<file path="src/rtl/frame_dispatcher_pkg.sv">
// Shared configuration for the frame dispatcher: default sizing and FSM encodings.
package frame_dispatcher_pkg;

    // Default number of UART module channels.
    localparam int unsigned NUM_OF_MODULES = 9;
    // Default clk cycles between frame requests.
    localparam int unsigned TRIAG_T = 2400;

    typedef enum logic [2:0] {
        StIdle    = 3'd0,
        StRequest = 3'd1,
        StLatch   = 3'd2,
        StSend1   = 3'd3,
        StWait1   = 3'd4,
        StSend2   = 3'd5,
        StWait2   = 3'd6,
        StShoot   = 3'd7
    } state_e;

endpackage

</file>
<file path="src/rtl/dispatch_period_tick.sv">
// Free-running period counter; tick marks the last cycle of each period.
module dispatch_period_tick
    import frame_dispatcher_pkg::*;
#(
    parameter int unsigned PERIOD = TRIAG_T
) (
    input  logic clk,
    input  logic reset,
    input  logic enable_i,
    output logic tick_o
);

    localparam int unsigned CntW = (PERIOD > 1) ? $clog2(PERIOD) : 1;

    logic [CntW-1:0] cnt_q;
    logic            last;

    assign last   = (cnt_q == CntW'(PERIOD - 1));
    assign tick_o = enable_i && last;

    // Count 0..PERIOD-1 while enabled; parked at zero otherwise.
    always_ff @(posedge clk) begin
        if (reset || !enable_i || last) begin
            cnt_q <= '0;
        end else begin
            cnt_q <= cnt_q + CntW'(1);
        end
    end

endmodule

</file>
<file path="src/rtl/frame_dispatcher.sv">
// Periodically requests an SPI sample and fans it out as two bytes to the
// selected UART channels, then fires a shoot pulse once the frame is complete.
module frame_dispatcher
    import frame_dispatcher_pkg::*;
#(
    parameter int unsigned NUM_CH    = NUM_OF_MODULES,
    parameter int unsigned PERIOD    = TRIAG_T,
    parameter int unsigned SHOOT_LEN = 48,
    parameter int unsigned TIMEOUT   = 4096
) (
    input  logic                  clk,
    input  logic                  reset,
    input  logic                  enable,
    input  logic                  mode,
    input  logic [NUM_CH-1:0]     ch_mask,
    output logic                  start_transfer,
    input  logic                  data_valid,
    input  logic [11:0]           sin_index,
    input  logic [3:0]            uart_id,
    output logic [NUM_CH-1:0]     start_tx,
    output logic [8*NUM_CH-1:0]   data_to_tx,
    input  logic [NUM_CH-1:0]     tx_busy,
    output logic                  shoot,
    output logic                  frame_drop,
    output logic                  overrun,
    output logic                  timeout_err
);

    // One counter serves both the wait-state timeout and the shoot width.
    localparam int unsigned CntMax = (TIMEOUT > SHOOT_LEN) ? TIMEOUT : SHOOT_LEN;
    localparam int unsigned CntW   = $clog2(CntMax + 1);

    state_e                state_q;
    logic [CntW-1:0]       cnt_q;
    logic [11:0]           sin_q;
    logic [3:0]            id_q;
    logic [NUM_CH-1:0]     active_q;
    logic [NUM_CH-1:0]     seen_q;
    logic [NUM_CH-1:0]     start_tx_q;
    logic [8*NUM_CH-1:0]   data_q;
    logic                  start_transfer_q;
    logic                  shoot_q;
    logic                  frame_drop_q;
    logic                  overrun_q;
    logic                  timeout_err_q;

    logic                  tick;
    logic [NUM_CH-1:0]     onehot;
    logic [NUM_CH-1:0]     latch_set;
    logic [NUM_CH-1:0]     seen_nxt;
    logic                  wait_clear;
    logic                  tmo_hit;
    logic                  shoot_done;

    dispatch_period_tick #(
        .PERIOD (PERIOD)
    ) u_tick (
        .clk      (clk),
        .reset    (reset),
        .enable_i (enable),
        .tick_o   (tick)
    );

    // Channel selection for the frame; ids beyond NUM_CH select nothing.
    always_comb begin
        onehot = '0;
        for (int i = 0; i < NUM_CH; i++) begin
            onehot[i] = (int'(id_q) == i);
        end
        latch_set  = mode ? (onehot & ch_mask) : ch_mask;
        seen_nxt   = seen_q | (tx_busy & active_q);
        wait_clear = ((tx_busy & active_q) == '0);
        tmo_hit    = (cnt_q == CntW'(TIMEOUT - 1));
        shoot_done = (cnt_q == CntW'(SHOOT_LEN - 1));
    end

    // Frame sequencer with registered outputs.
    always_ff @(posedge clk) begin
        if (reset) begin
            state_q          <= StIdle;
            cnt_q            <= '0;
            sin_q            <= '0;
            id_q             <= '0;
            active_q         <= '0;
            seen_q           <= '0;
            start_tx_q       <= '0;
            data_q           <= '0;
            start_transfer_q <= 1'b0;
            shoot_q          <= 1'b0;
            frame_drop_q     <= 1'b0;
            overrun_q        <= 1'b0;
            timeout_err_q    <= 1'b0;
        end else begin
            frame_drop_q <= 1'b0;
            cnt_q        <= cnt_q + CntW'(1);
            if (tick && (state_q != StIdle)) begin
                overrun_q <= 1'b1;
            end
            case (state_q)
                StIdle: begin
                    if (tick) begin
                        start_transfer_q <= 1'b1;
                        cnt_q            <= '0;
                        state_q          <= StRequest;
                    end
                end
                StRequest: begin
                    if (data_valid) begin
                        sin_q            <= sin_index;
                        id_q             <= uart_id;
                        start_transfer_q <= 1'b0;
                        cnt_q            <= '0;
                        state_q          <= StLatch;
                    end else if (tmo_hit) begin
                        start_transfer_q <= 1'b0;
                        timeout_err_q    <= 1'b1;
                        state_q          <= StIdle;
                    end
                end
                StLatch: begin
                    if (latch_set == '0) begin
                        frame_drop_q <= 1'b1;
                        state_q      <= StIdle;
                    end else begin
                        active_q   <= latch_set;
                        seen_q     <= '0;
                        start_tx_q <= latch_set;
                        for (int i = 0; i < NUM_CH; i++) begin
                            if (latch_set[i]) data_q[8*i +: 8] <= sin_q[11:4];
                        end
                        cnt_q   <= '0;
                        state_q <= StSend1;
                    end
                end
                StSend1, StSend2: begin
                    // Each start is released the cycle after its busy is seen.
                    seen_q     <= seen_nxt;
                    start_tx_q <= start_tx_q & ~(tx_busy & active_q);
                    if (seen_nxt == active_q) begin
                        start_tx_q <= '0;
                        cnt_q      <= '0;
                        state_q    <= (state_q == StSend1) ? StWait1 : StWait2;
                    end else if (tmo_hit) begin
                        start_tx_q    <= '0;
                        timeout_err_q <= 1'b1;
                        state_q       <= StIdle;
                    end
                end
                StWait1, StWait2: begin
                    if (wait_clear) begin
                        cnt_q <= '0;
                        if (state_q == StWait1) begin
                            for (int i = 0; i < NUM_CH; i++) begin
                                if (active_q[i]) data_q[8*i +: 8] <= {sin_q[3:0], id_q};
                            end
                            seen_q     <= '0;
                            start_tx_q <= active_q;
                            state_q    <= StSend2;
                        end else begin
                            shoot_q <= 1'b1;
                            state_q <= StShoot;
                        end
                    end else if (tmo_hit) begin
                        start_tx_q    <= '0;
                        timeout_err_q <= 1'b1;
                        state_q       <= StIdle;
                    end
                end
                StShoot: begin
                    if (shoot_done) begin
                        shoot_q <= 1'b0;
                        state_q <= StIdle;
                    end
                end
                default: state_q <= StIdle;
            endcase
        end
    end

    assign start_transfer = start_transfer_q;
    assign start_tx       = start_tx_q;
    assign data_to_tx     = data_q;
    assign shoot          = shoot_q;
    assign frame_drop     = frame_drop_q;
    assign overrun        = overrun_q;
    assign timeout_err    = timeout_err_q;

endmodule

</file>
<file path="config.mk">
export PLATFORM = sky130hd
export DESIGN_NAME = frame_dispatcher
export DESIGN_NICKNAME = d
export VERILOG_FILES = /design/src/rtl/frame_dispatcher_pkg.sv /design/src/rtl/dispatch_period_tick.sv /design/src/rtl/frame_dispatcher.sv
export SDC_FILE = /design/constraint.sdc
export NUM_CORES = 1
export LEC_CHECK = 0
export BUFFER_PORTS_ARGS = -buffer_cell sky130_fd_sc_hd__buf_2
export CAP_MARGIN = 10
export CORE_MARGIN = 4
export CORE_UTILIZATION = 60
export CTS_CLUSTER_SIZE = 12
export DETAILED_ROUTE_END_ITERATION = 8
export GPL_TIMING_DRIVEN = 0
export PLACE_DENSITY = 0.83
export SYNTH_ARGS = -nofsm -noshare
export SYNTH_HDL_FRONTEND = slang
export SYNTH_SLANG_ARGS = --single-unit
</file>
<file path="constraint.sdc">
create_clock -name clk -period 3.62 [get_ports clk]
set_input_delay 0.362 -clock clk [delete_from_list [all_inputs] [get_ports clk]]
set_output_delay 0.362 -clock clk [all_outputs]
set_load 0.02 [all_outputs]
</file>
=== Word-level counts from Yosys, hierarchy flattened ===
Index checks and enable logic that the tools add are counted.

* Logic and storage cells: 179
* Bits of input ports: 39
* Bits in registers: 148

* Mux-type cells: 64
* Reduce and logical (&&, ||, !) cells: 35
* Add/sub/neg operators: 2
* Bitwise logic cells: 7
* Equal/unequal tests: 49

{| class="wikitable"
|+ Operators with widths
! operator !! number
|-
| $mux 72 || 3
|-
| $mux 8 || 18
|-
| $pmux 72 s2 || 1
|-
| $mux 9 || 10
|-
| $mux 13 || 5
|-
| $pmux 13 s5 || 1
|-
| $ne 2x2->1 const B || 27
|-
| $pmux 9 s3 || 2
|-
| $reduce_and 6->1 || 9
|-
| $and 9x9->9 || 3
|-
| $eq 4x4->1 const B || 5
|-
| $logic_not 9->1 || 2
|-
| $mux 3 || 6
|-
| $pmux 3 s6 || 1
|-
| $reduce_and 4->1 || 4
|-
| $add 13x1->13 const B || 1
|-
| $eq 13x12->1 const B || 1
|-
| $eq 13x6->1 const B || 1
|-
| $add 12x1->12 const B || 1
|-
| $eq 12x12->1 const B || 1
|-
| $eq 3x3->1 const B || 4
|-
| $mux 1 || 11
|-
| $eq 9x9->1 || 1
|-
| $ne 3x3->1 const B || 3
|-
| 20 further kinds || 36
|}

=== Longest topological paths before layout ===
* Depth in word-level cells: 6
* Gate-level depth with buffers: 10
* Gate-level depth less buffers: 8

=== By module ===
Synthesis repeated with hierarchy kept, for this count alone.

* Cells, all modules: 791
* Area, all modules: 7126.8 sq um

{| class="wikitable"
|+ By module, submodules not included
! module !! times used !! cells each !! area each (sq um) !! sequential area each (sq um)
|-
| frame_dispatcher || 1 || 729 || 6542.5 || 2722.6
|-
| dispatch_period_tick || 1 || 62 || 584.3 || 240.2
|}

=== Worst setup path after synthesis ===
Ideal clock, no wire load.

* Kind: flip-flop to flip-flop
* Start point: register id_q[0]
* End point: register start_tx_q[0] (netlist: start_tx[0])
* Period minus slack after synthesis: 2098 ps
* Path slack: 1522 ps
* Arrival time: 1966 ps
* Setup time: 132 ps
* Stages on the path, launching flop included: 10
* Cell sequence: dfxtp_1 > buf_2 > or4b_1 > a21boi_2 > nor3_1 > nand3_2 > o221ai_2 > buf_4 > nand3b_1 > o41ai_2

* Cells in the longest elaborated chain, start to end: 6
* Elaborated cells between the ends (all ways): 16
* Those cells by class: 9 x eq/ne; 3 x mux; 1 x bitwise; 3 x reduce/logical

{| class="wikitable"
|+ Ends and longest elaborated chain
! item !! line !! text
|-
| from (decl) || frame_dispatcher.sv:36 || <nowiki>logic [3:0] id_q;</nowiki>
|-
| from (signal assigned) || frame_dispatcher.sv:110 || <nowiki>id_q <= uart_id;</nowiki>
|-
| $eq 4x2->1 (tied with other cells) || frame_dispatcher.sv:68 || <nowiki>onehot[i] = (int'(id_q) == i);</nowiki>
|-
| $and 9x9->9 * || frame_dispatcher.sv:70 || <nowiki>latch_set = mode ? (onehot & ch_mask) : ch_mask;</nowiki>
|-
| $mux 9 * || frame_dispatcher.sv:70 ||
|-
| $logic_not 9->1 || frame_dispatcher.sv:121 || <nowiki>if (latch_set == '0) begin</nowiki>
|-
| $ne 2x2->1 (no source line) || - ||
|-
| $reduce_and 4->1 (no source line) || - ||
|-
| to (signal assigned) || frame_dispatcher.sv:127 || <nowiki>start_tx_q <= latch_set;</nowiki>
|-
| to (signal assigned) || frame_dispatcher.sv:138 || <nowiki>start_tx_q <= start_tx_q & ~(tx_busy & active_q);</nowiki>
|-
| to (signal assigned) || frame_dispatcher.sv:157 || <nowiki>start_tx_q <= active_q;</nowiki>
|-
| to (decl) || frame_dispatcher.sv:39 || <nowiki>logic [NUM_CH-1:0] start_tx_q;</nowiki>
|}

Mark *: on every way between the ends. The rest lies on a longest branch, timed or not. The select of a mux whose other input is x is not followed.
A chain may end at the register's enable or synchronous reset.

=== Worst setup path in the final report ===
* Start point: register active_q[7]
* End point: register start_tx_q[0] (netlist: start_tx[0])

* Cells in the longest elaborated chain, start to end: 5
* Elaborated cells between the ends (all ways): 10
* Those cells by class: 3 x eq/ne; 3 x mux; 2 x bitwise; 2 x reduce/logical

{| class="wikitable"
|+ Ends and longest elaborated chain
! item !! line !! text
|-
| from (decl) || frame_dispatcher.sv:37 || <nowiki>logic [NUM_CH-1:0] active_q;</nowiki>
|-
| from (signal assigned) || frame_dispatcher.sv:125 || <nowiki>active_q <= latch_set;</nowiki>
|-
| $and 9x9->9 || frame_dispatcher.sv:71, frame_dispatcher.sv:72 ||
|-
| $or 9x9->9 || frame_dispatcher.sv:71 || <nowiki>seen_nxt = seen_q | (tx_busy & active_q);</nowiki>
|-
| $eq 9x9->1 || frame_dispatcher.sv:139 || <nowiki>if (seen_nxt == active_q) begin</nowiki>
|-
| $mux 9 || frame_dispatcher.sv:139 ||
|-
| $pmux 9 s3 || frame_dispatcher.sv:99 || <nowiki>case (state_q)</nowiki>
|}

Several ways; a longest one is shown, not always the timed one.

==> results.json <==
{
  "wirelength_mm": 19.4,
  "grt_pass1_vias": 6153,
  "ant_nets": 0,
  "core.rowCount": 38,
  "syn_to_final_growth_pct": 19.5,
  "first_iter_violations": 684,
  "yosys-top-cells-area": "dfxtp_1, mux2i_1, nand2b_1",
  "antenna_found_initial": 2,
  "viasPerCell": 5.92,
  "finalClockSkew_ps": 6.27,
  "die_area_sq_um": 13200,
  "ys_async_sr_fraction_pct": 0,
  "hpwl_mm": 13.9,
  "syn-instance-count": 753,
  "clockBufferDepth": 2,
  "drtPass1Iterations": 9,
  "core-area_sq_um": 11000,
  "p_per_area_nw_per_um2": 680,
  "irDropWorstVdd_mv": 0.660,
  "yosysMostFrequentCell": "dfxtp_1",
  "grt_usage_pct": 29.7,
  "synth_warnings": 0,
  "fill_cells": 796,
  "die_w_um": 115,
  "cap_viol_max_count": 0,
  "synth_area_leader_cell": "dfxtp_1",
  "rsz0062_at_grt": "false",
  "period_share_pct": 71.9,
  "endpoint_kind": "register",
  "vias": 6212,
  "clk_pin_slew_worst_paths_ps": 60,
  "syn_area_per_cell_sq_um": 9.10,
  "synth_top_area_share_pct": 43.3,
  "hold_class": "in2reg",
  "cts-root-buf": "clkbuf_16",
  "relSlewSlack_pct": 43.4,
  "instances_no_fill": 1049,
  "synth_cell_type_count": 69,
  "port_buffers": 124,
  "cts.sinks": 148,
  "arrival_ps": 2930,
  "cts_resized": 0,
  "synth_nets": 794,
  "cp.required_ps": 3950,
  "worstSetupPathType": "reg2reg",
  "critPathLaunchType": "register",
  "synth_edf_count": 0,
  "post_cts_buffers": 0,
  "routedWlPerCell_um": 18.4,
  "grt_max_degree": 17,
  "start_util_pct": 62.4,
  "synthFlopType": "dfxtp_1",
  "synth_seq_cells": 148,
  "worstSkewPairLatency_ps": 420,
  "die_y_um": 115,
  "syn_area_sq_um": 6850,
  "fin_crit_ps": 2600,
  "fmax_mhz": 384,
  "ys_seq_area_share_pct": 43.3,
  "worstPathMaxFanout": 10,
  "worstMarginPinSlew_ps": 842,
  "synth_commonest_cells": "dfxtp_1, nand2_1, mux2i_1",
  "status": "finished clean",
  "grt_pass1_wl_mm": 30.8,
  "nets": 937,
  "dp.cells": 1017,
  "h-tree-depth": 4,
  "p_leak_nw": 3.49,
  "ios": 125,
  "drt_drc_violations_left": 0,
  "cts-buffers-inserted": 17,
  "slew_viol_final": 0,
  "hold_viol": 0,
  "cts_tree": "built",
  "routabilityCongestion": 0.909,
  "drive_gt1_share_pct": 21.7,
  "final.setup.tns_ps": 0,
  "hold_buffers": 0,
  "grt_overflow": 0,
  "setup_viol": 0
}
[area by class of cell]
class,instances,area [sq um],area share [%]
multi-input cells,545,3630,44.4
flip-flops and latches,148,2960,36.2
repair buffers,124,621,7.58
clock buffers,21,460,5.62
plain buffers,47,206,2.52
well taps,140,175,2.14
clock inverters,10,77.6,0.948
inverters,13,48.8,0.596
diodes,1,2.50,0.0306
[cell families after synthesis]
group	Yosys count	share of synthesized area (%)
buffers and inverters	60	3.73
XOR/XNOR	20	2.56
AND/OR/NAND/NOR	311	23.6
flip-flops	148	43.3
AO/OA/AOI/OAI	144	16.5
adder cells (fa/ha/maj)	2	0.365
multiplexers	68	9.94
[where the power goes]
part | internal, mW | total [mW] | switching (mW)
logic | 0.779 | 2.11 | 1.33
clock network | 0.911 | 1.59 | 0.681
registers | 1.78 | 1.87 | 0.0876
total | 3.47 | 5.57 | 2.10
[through the flow]
stage          power (mW)  setup slack, ps  utilization, %  hold slack, ps  area (sq um)
6_report             5.57             1020            74.5             181          8190
5_1_grt              5.82              917            74.5             174          8180
4_1_cts              5.55             1080            74.5             165          8180
3_5_place_dp         3.97             1070            69.6             438          7650
3_3_place_gp         3.92             1140            69.6             423          7650
2_1_floorplan        3.45             1520               -             412          6850
[worst max-delay path, stage by stage (launching register included)]
cell	delay [ps]
dfxtp_1	290
clkbuf_1	220
a222oi_1	380
nand4_1	270
o21bai_1	260
mux2i_1	130
o221ai_2	500
buf_4	290
nand3b_1	110
o41ai_2	60
[routing by layer]
layer	GRT usage, %	routed length (um)	up-vias
met5	0	21	-
met4	13.9	696	4
met3	10.6	1790	59
met2	47.2	8960	292
met1	36.1	7890	2925
li1	-	-	2932
[state kept, by name (all words and copies together) (netlist names)]
name and count:
active_q 9, cnt_q 13, data_to_tx 72, frame_drop 1
id_q 4, overrun 1, seen_q 9, shoot 1
sin_q 12, start_transfer 1, start_tx 9, state_q 3
timeout_err 1, u_tick.cnt_q 12
[placed cells by master (no fill, tap or decap), types with 9 or more instances in the layout]
| cell type | n |
|---|---|
| a21o_1 | 9 |
| a21oi_1 | 30 |
| a31oi_1 | 22 |
| buf_2 | 135 |
| clkbuf_1 | 33 |
| clkbuf_16 | 17 |
| dfxtp_1 | 148 |
| inv_1 | 13 |
| mux2i_1 | 68 |
| nand2_1 | 93 |
| nand2b_1 | 67 |
| nand3_1 | 11 |
| nand3b_1 | 9 |
| nor2_1 | 62 |
| nor2b_1 | 13 |
| nor3_1 | 11 |
| o21ai_1 | 17 |
| o22ai_1 | 9 |
| xor2_1 | 12 |
[final timing paths]
path	from	to	slack, ps	cells past startpoint
worst min register to register	cnt_q[0]	cnt_q[0]	450	1
worst min-delay path	uart_id[2]	id_q[2]	180	3
worst max register to register	active_q[7]	start_tx[0]	1020	9
worst max-delay path	active_q[7]	start_tx[0]	1020	9
Power figures use the tool's default switching activity.
